### src/rtl/gpio_reader_pkg.sv
// Shared debouncer state encoding and default constants for gpio_reader.
package gpio_reader_pkg;
  localparam int DEF_DEBOUNCE_CYCLES = 4;
  localparam int DEF_CNT_W           = 16;
  localparam int QCNT_W              = 16;

  typedef enum logic [1:0] {
    LOW       = 2'd0,
    QUAL_HIGH = 2'd1,
    HIGH      = 2'd2,
    QUAL_LOW  = 2'd3
  } dbnc_state_e;
endpackage

### src/rtl/sync_2ff.sv
// Two-flop synchronizer for a single asynchronous bit.
module sync_2ff (
  input  logic clk,
  input  logic rst,
  input  logic d,
  output logic q
);
  logic s1;

  always_ff @(posedge clk) begin
    if (rst) begin
      s1 <= 1'b0;
      q  <= 1'b0;
    end else begin
      s1 <= d;
      q  <= s1;
    end
  end
endmodule

### src/rtl/gpio_reader.sv
// Debounced GPIO input reader: edge pulses, sticky flags and high-pulse width measurement.
module gpio_reader
  import gpio_reader_pkg::*;
#(
  parameter int DEBOUNCE_CYCLES = DEF_DEBOUNCE_CYCLES,
  parameter int CNT_W           = DEF_CNT_W
) (
  input  logic             clk,
  input  logic             rst,
  input  logic             dir,
  input  logic             io_in,
  input  logic             clr,
  output logic             level,
  output logic             rise,
  output logic             fall,
  output logic             rise_flag,
  output logic             fall_flag,
  output logic [CNT_W-1:0] width,
  output logic             width_valid
);
  localparam logic [QCNT_W-1:0] QMAX = QCNT_W'(DEBOUNCE_CYCLES);
  localparam logic [CNT_W-1:0]  HMAX = '1;

  logic              sync;
  dbnc_state_e       state, nxt_state;
  logic [QCNT_W-1:0] qcnt, nxt_qcnt, qcur;
  logic [CNT_W-1:0]  hcnt;
  logic              dir_q, nxt_level;

  sync_2ff u_sync (
    .clk (clk),
    .rst (rst),
    .d   (io_in),
    .q   (sync)
  );

  // Leaving a frozen period restarts qualification from zero.
  assign qcur = dir_q ? '0 : qcnt;

  always_comb begin
    nxt_state = state;
    nxt_qcnt  = '0;
    case (state)
      LOW: if (sync) begin
        nxt_state = QUAL_HIGH;
        nxt_qcnt  = QCNT_W'(1);
      end
      QUAL_HIGH: begin
        if (!sync)             nxt_state = LOW;
        else if (qcur == QMAX) nxt_state = HIGH;
        else                   nxt_qcnt  = qcur + QCNT_W'(1);
      end
      HIGH: if (!sync) begin
        nxt_state = QUAL_LOW;
        nxt_qcnt  = QCNT_W'(1);
      end
      QUAL_LOW: begin
        if (sync)              nxt_state = HIGH;
        else if (qcur == QMAX) nxt_state = LOW;
        else                   nxt_qcnt  = qcur + QCNT_W'(1);
      end
      default: nxt_state = LOW;
    endcase
  end

  assign nxt_level = (nxt_state == HIGH) || (nxt_state == QUAL_LOW);

  always_ff @(posedge clk) begin
    if (rst) begin
      state       <= LOW;
      qcnt        <= '0;
      hcnt        <= '0;
      dir_q       <= 1'b0;
      level       <= 1'b0;
      rise        <= 1'b0;
      fall        <= 1'b0;
      rise_flag   <= 1'b0;
      fall_flag   <= 1'b0;
      width       <= '0;
      width_valid <= 1'b0;
    end else begin
      dir_q       <= dir;
      rise        <= 1'b0;
      fall        <= 1'b0;
      width_valid <= 1'b0;
      // Flags capture the pulse of the previous cycle, so a clr coincident with it loses.
      rise_flag   <= rise | (rise_flag & ~(clr & ~dir));
      fall_flag   <= fall | (fall_flag & ~(clr & ~dir));
      if (!dir) begin
        state <= nxt_state;
        qcnt  <= nxt_qcnt;
        level <= nxt_level;
        rise  <= ~level & nxt_level;
        fall  <= level & ~nxt_level;
        if (!level && nxt_level)
          hcnt <= CNT_W'(1);
        else if (level && nxt_level && hcnt != HMAX)
          hcnt <= hcnt + CNT_W'(1);
        if (level && !nxt_level) begin
          width       <= hcnt;
          width_valid <= 1'b1;
        end
      end
    end
  end
endmodule

### config.mk
export PLATFORM = sky130hd
export DESIGN_NAME = gpio_reader
export DESIGN_NICKNAME = d
export VERILOG_FILES = /design/src/rtl/gpio_reader_pkg.sv /design/src/rtl/sync_2ff.sv /design/src/rtl/gpio_reader.sv
export SDC_FILE = /design/constraint.sdc
export NUM_CORES = 1
export LEC_CHECK = 0
export ABC_AREA = 1
export CAP_MARGIN = 20
export CORE_AREA = 2 2 80 82
export DETAILED_ROUTE_END_ITERATION = 12
export DIE_AREA = 0 0 82 84
export PLACE_DENSITY = 0.87
export SLEW_MARGIN = 20
export SYNTH_ARGS = -nofsm -noshare
export SYNTH_HDL_FRONTEND = slang
export SYNTH_SLANG_ARGS = --single-unit
### constraint.sdc
create_clock -name clk -period 1.95 [get_ports clk]
set_input_delay 0.2925 -clock clk [delete_from_list [all_inputs] [get_ports clk]]
set_output_delay 0.2925 -clock clk [all_outputs]
set_load 0.1 [all_outputs]
=== After elaboration in Yosys (flattened, before gate mapping) ===
Index checks and enable logic that the tools add are counted.

* Bits in registers: 59
* Output and inout bits: 22
* Logic and storage cells: 62

* $add $sub $neg: 2
* Eq/ne operators: 7
* Multiplexer cells: 17
* Bitwise gates (word level): 11
* Reductions and logical operators: 12

{| class="wikitable"
|+ Operators with widths
! cell !! number
|-
| 16-bit two-way mux || 6
|-
| 16-bit one-hot mux with 4 select lines || 1
|-
| 16-bit by 1-bit adder with 16-bit output (second input constant) || 2
|-
| 16-bit by 3-bit == test with 1-bit output (second input constant) || 1
|-
| 16-bit inequality test (second input constant) || 1
|-
| 2-bit two-way mux || 6
|-
| 2-bit == test (second input constant) || 4
|-
| 2-bit one-hot mux with 4 select lines || 1
|-
| 1-bit AND || 5
|-
| 1-bit logical AND || 4
|-
| 1-bit NOT || 4
|-
| 2-bit AND reduction || 2
|-
| 1-bit two-way mux || 3
|-
| 2-bit by 1-bit == test with 1-bit output (second input constant) || 1
|-
| 1-bit logical NOT || 2
|-
| 2-bit logical NOT || 1
|-
| 1-bit OR || 2
|-
| 2-bit nonzero test || 1
|-
| 2-bit OR reduction || 1
|-
| 1-bit logical OR || 1
|}

=== Depth between registers and ports, before layout ===
* Word-level depth: 11
* Gate-level depth with buffers: 14

=== Hierarchy ===
Synthesis repeated with hierarchy kept, for this count alone.

* Cell total of the unflattened synthesis: 453
* Area total of the unflattened synthesis: 3151.8 um2

{| class="wikitable"
|+ By module, submodules not included
! module !! times used !! cells an instance !! area each (um2) !! sequential area each (um2)
|-
| gpio_reader || 1 || 447 || 3096.7 || 1121.1
|-
| sync_2ff || 1 || 6 || 55.1 || 40.0
|}

=== Least setup slack after synthesis ===
No wires, ideal clock.

* Path kind: register to register
* From: reg level
* To: reg width[3]
* Library setup time: 0.119 ns
* Arrival: 2.034 ns
* Data required time: 1.831 ns
* Setup slack: -0.203 ns
* Stages on the path, launching flop included: 8
* Path buffers: 2
* Period minus slack after synthesis: 2.153 ns
* Path through: dfxtp_1 > clkbuf_1 > inv_1 > nor2_1 > clkbuf_1 > nand3_1 > nand2_1 > nor2_1

* Longest elaborated chain between the ends: 2

{| class="wikitable"
|+ Ends and longest elaborated chain
! what !! line !! text
|-
| start: declaration || gpio_reader.sv:13 || <nowiki>output logic level,</nowiki>
|-
| start signal: assignment || gpio_reader.sv:92 || <nowiki>level <= nxt_level;</nowiki>
|-
| 1-bit logical AND || gpio_reader.sv:99 || <nowiki>if (level && !nxt_level) begin</nowiki>
|-
| 2-bit AND reduction (no line) || n/a ||
|-
| end signal: assignment || gpio_reader.sv:100 || <nowiki>width <= hcnt;</nowiki>
|-
| end: declaration || gpio_reader.sv:18 || <nowiki>output logic [CNT_W-1:0] width,</nowiki>
|}

Every way passes these cells.
A chain may end at the register's enable or synchronous reset.

=== Worst setup path after layout ===
* From: reg dir_q
* To: reg qcnt[12]

* Longest elaborated chain between the ends: 5

{| class="wikitable"
|+ Ends and longest elaborated chain
! what !! line !! text
|-
| start: declaration || gpio_reader.sv:28 || <nowiki>logic dir_q, nxt_level;</nowiki>
|-
| start signal: assignment || gpio_reader.sv:82 || <nowiki>dir_q <= dir;</nowiki>
|-
| 16-bit two-way mux (*) || gpio_reader.sv:38 || <nowiki>assign qcur = dir_q ? '0 : qcnt;</nowiki>
|-
| 16-bit by 1-bit adder with 16-bit output / 16-bit by 3-bit == test with 1-bit output (equally long branches) || n/a ||
|-
| 16-bit two-way mux (*) || gpio_reader.sv:50, gpio_reader.sv:59 ||
|-
| 16-bit two-way mux, on equally long branches || gpio_reader.sv:58, gpio_reader.sv:49 ||
|-
| 16-bit one-hot mux with 4 select lines (*) || gpio_reader.sv:43 || <nowiki>case (state)</nowiki>
|-
| end signal: assignment || gpio_reader.sv:91 || <nowiki>qcnt <= nxt_qcnt;</nowiki>
|-
| end: declaration || gpio_reader.sv:26 || <nowiki>logic [QCNT_W-1:0] qcnt, nxt_qcnt, qcur;</nowiki>
|}

Mark *: on every way between the ends. The rest lies on a longest branch, timed or not.

==> impl_results.md <==
- Status: finished clean
- Clock Path Buffers: 2
- Finished Cell Area: roughly 0.0037 mm2
- Initial antenna violation count: 0
- Total power: roughly 2.4 mW
- All-Layer GR Usage: 0.2318
- HP Start: u_sync.s1
- Max-slew violation count: 0
- Die Area: between 0.006 and 0.007 mm2
- Crit-path max cell delay: 0.38 ns
- Final core occ: 0.6047
- CTS Buf Count: 9
- Worst path slowest cell: dfxtp_4
- FILL cells: 534
- FF+latch area: 0.001166 mm2
- Total negative setup slack: 0 ns
- Row count: 29
- Pre-CTS WS: -0.04149 ns
- Clk slew on worst S/H paths: 0.06 ns
- First-pass GRT wire length: about 13,000 um
- FMAX: 0.5373 GHz
- Ranking of synthesized cells by area: dfxtp_1 (38%), nand2_1 (12%), nor2_1 (8.1%)
- CORE AREA: 0.006096 mm2
- Synthesized instance count: 448
- Clock Latency Late Sink: roughly 0.34 ns
- Largest net degree at the start of global routing: 33
- Dpl cells: 550
- Grt ovf: 0
- Worst flop-to-flop path startpoint: dir_q
- Min Tclk post-route: between 1.5 and 2 ns
- Worst Setup SP: dir_q
- CTS tree: built
- Initial core utilization: 0.5023
- Worst Path Max Fanout: 6
- Syn_area_per_cell: about 6.8 um2
- Synth Register Bits: 58
- Synthesized area: 0.003062 mm2
- H-tree levels: 3
- Hold Crit Class: reg2reg
- Worst Setup End Kind: flop
- IO Pins: 27
- GP Congestion: 0.9550
- Share of layout cells above drive strength 1: 0.1650
- Power per cell area: 638.7 mW/mm2
- Slew HR: 0.7877
- Syn Nets: 456
- Critical path type: reg2reg
- DR vias: 3,162
- Share of the synthesized area in the top cell type: 0.3792
- YS warnings: 0
- Period utilization: 0.9544
- Worst-Margin Slew: 0.3182 ns
- Fin worst setup slack: 0.08887 ns
- Yosys top cell by area: dfxtp_1
- Placed instance area: 0.003421 mm2
- Final Setup Violations: 0
- Die Ht: ~84 um
- Area grow syn2layout: 20.39%
- Cell at the root of the clock tree: clkbuf_8
- Vias in the first global route: 2,826
- CTS Hold Buffers Added: 0
- Setup Skew: 0.008242 ns
- Max Cap Viol: 0
- Post-synth cell types: 27
- Drc violations: 0
- Wire per inst: ~14 um
- Critical path's top delay family: simple AND/OR/NAND/NOR gates
- Peak VDD IR: 0.4183 mV
- Critical Path Most Common Cell: nand2_1
- Avg Vias per Cell: 5.567
- Final Instance Count excl. Fillers: 568
- Crit path required time: roughly 2.2 ns
- Sink Count: 58
- HPWL after detailed placement: 5209 um
- Die Wd: 82 um
- Startpoint types: flop
- Multi-input gate area: 0.001625 mm2
- Final Hold Vio Count: 0
- Drt total wl: 7693 um
- Input/output buffers: 26
- Critical path arrival: 2.09 ns
- Initial drt markers: 272
- Ant diodes: 0
- Register area share after synthesis: 0.3792
- Crit path buffers/inverters: 0
- Hold slack: 0.4116 ns
- Critical Path, Cell by Cell: nor2_2 -> ha_2 -> nand2_1 -> nor2_2 -> nand2_1 -> nor2_1 -> nand2_1 -> nor2_4 -> nand4_1 -> nand3_1 -> nand2_1
- Nets: 494
- Pre-Repair DR Iteration Count: 5
- Detail Route Antenna Nets: 0
- Leak Pwr: 1.488 nW
- RSZ-0062 raised after global routing: no
-- area by class of cell --
cell class | count | area share
multi-input cells | 320 | 0.4409
flip-flops and latches | 58 | 0.3164
repair buffers | 45 | 0.1093
inverters | 52 | 0.05499
clock buffers | 9 | 0.03360
well taps | 77 | 0.02614
clock inverters | 7 | 0.01867
-- power breakdown --
part | internal [mW] | total, mW | switching, mW
combinational | 0.0256 | 0.0731 | 0.0476
clock | 0.586 | 1.09 | 0.503
sequential | 1.19 | 1.19 | 0.00468
-- per-layer routing --
metal,wire (um),vias up,part of all wire,GRT usage
li1,-,1535,-,-
met1,3369,1436,0.44,0.3194
met2,3426,167,0.45,0.3296
met3,713,24,0.093,0.06277
met4,184,0,0.024,0.1136
met5,0,-,0,0
-- synth_stat cells --
library cell,number
nor2_1,66
nor3_1,6
nand4_1,20
xor2_1,17
nand3_2,1
clkbuf_1,9
nor4_1,2
ha_1,3
inv_1,48
dfxtp_1,58
nand2_1,95
a21oi_1,35
o22ai_1,9
xnor2_1,1
o21ai_2,2
nand3b_1,10
buf_2,2
a31oi_1,1
o21ai_1,1
o21ai_0,13
buf_4,3
buf_6,4
inv_2,2
nand2_4,3
clkinv_1,2
nor2_2,6
nand3_1,29
-- tightest hold or removal path, cell delays in order, from the launching register on --
cell	delay, ns
dfxtp_1	0.30
inv_1	0.04
nor2_1	0.03
-- worst paths after layout --
check / end / slack (ns) / depth (start not counted)
setup / recovery: qcnt[12] / 0.09 / 11
hold / removal: u_sync.q / 0.41 / 2
setup reg to reg: qcnt[12] / 0.09 / 11
hold reg to reg: u_sync.q / 0.41 / 2
-- cell families (layout without fill, tap and decap cells) --
logic type      after synthesis  after routing  share of synthesized area
simple gates                238            238                     0.3506
buf+inv                      70            113                     0.1001
compound gates               61             61                     0.1063
flops                        58             58                     0.3792
xor+xnor                     18             18                    0.05149
fa+ha+maj                     3              3                    0.01226
-- state kept, by name (all words and copies together), names as in the netlist --
signal	flops
hcnt	16
fall_flag	1
width	16
fall	1
rise_flag	1
u_sync.s1	1
dir_q	1
state	2
level	1
qcnt	16
rise	1
u_sync.q	1
-- cell usage in the layout, fill, tap and decap left out, types with 2 or more instances in the layout --
cell,synthesis,layout
nand4_1,20,20
xor2_1,17,17
nor4_1,2,2
nand3_1,29,29
clkinv_2,0,3
ha_1,3,2
buf_4,3,37
clkdlybuf4s50_1,0,4
o21ai_0,13,13
nand2_4,3,3
nand2_1,95,94
dfxtp_1,58,56
inv_6,0,2
o21ai_2,2,2
inv_1,48,48
nor2_1,66,61
nor3_1,6,6
o22ai_1,9,9
nand3b_1,10,10
a21oi_1,35,34
clkinv_1,2,2
clkinvlp_4,0,2
nor2_4,0,2
nor2_2,6,9
clkbuf_8,0,9
buf_12,0,3
-- what timing repair did --
item | 4_1_cts | 5_1_grt
setup endpoints to repair | 4 | 31
cloned | 0 | 1
pin swaps | 0 | 3
resized for setup | 3 | 11
buffers inserted | 0 | 1
No activity file was read; power rests on OpenSTA's default activity.
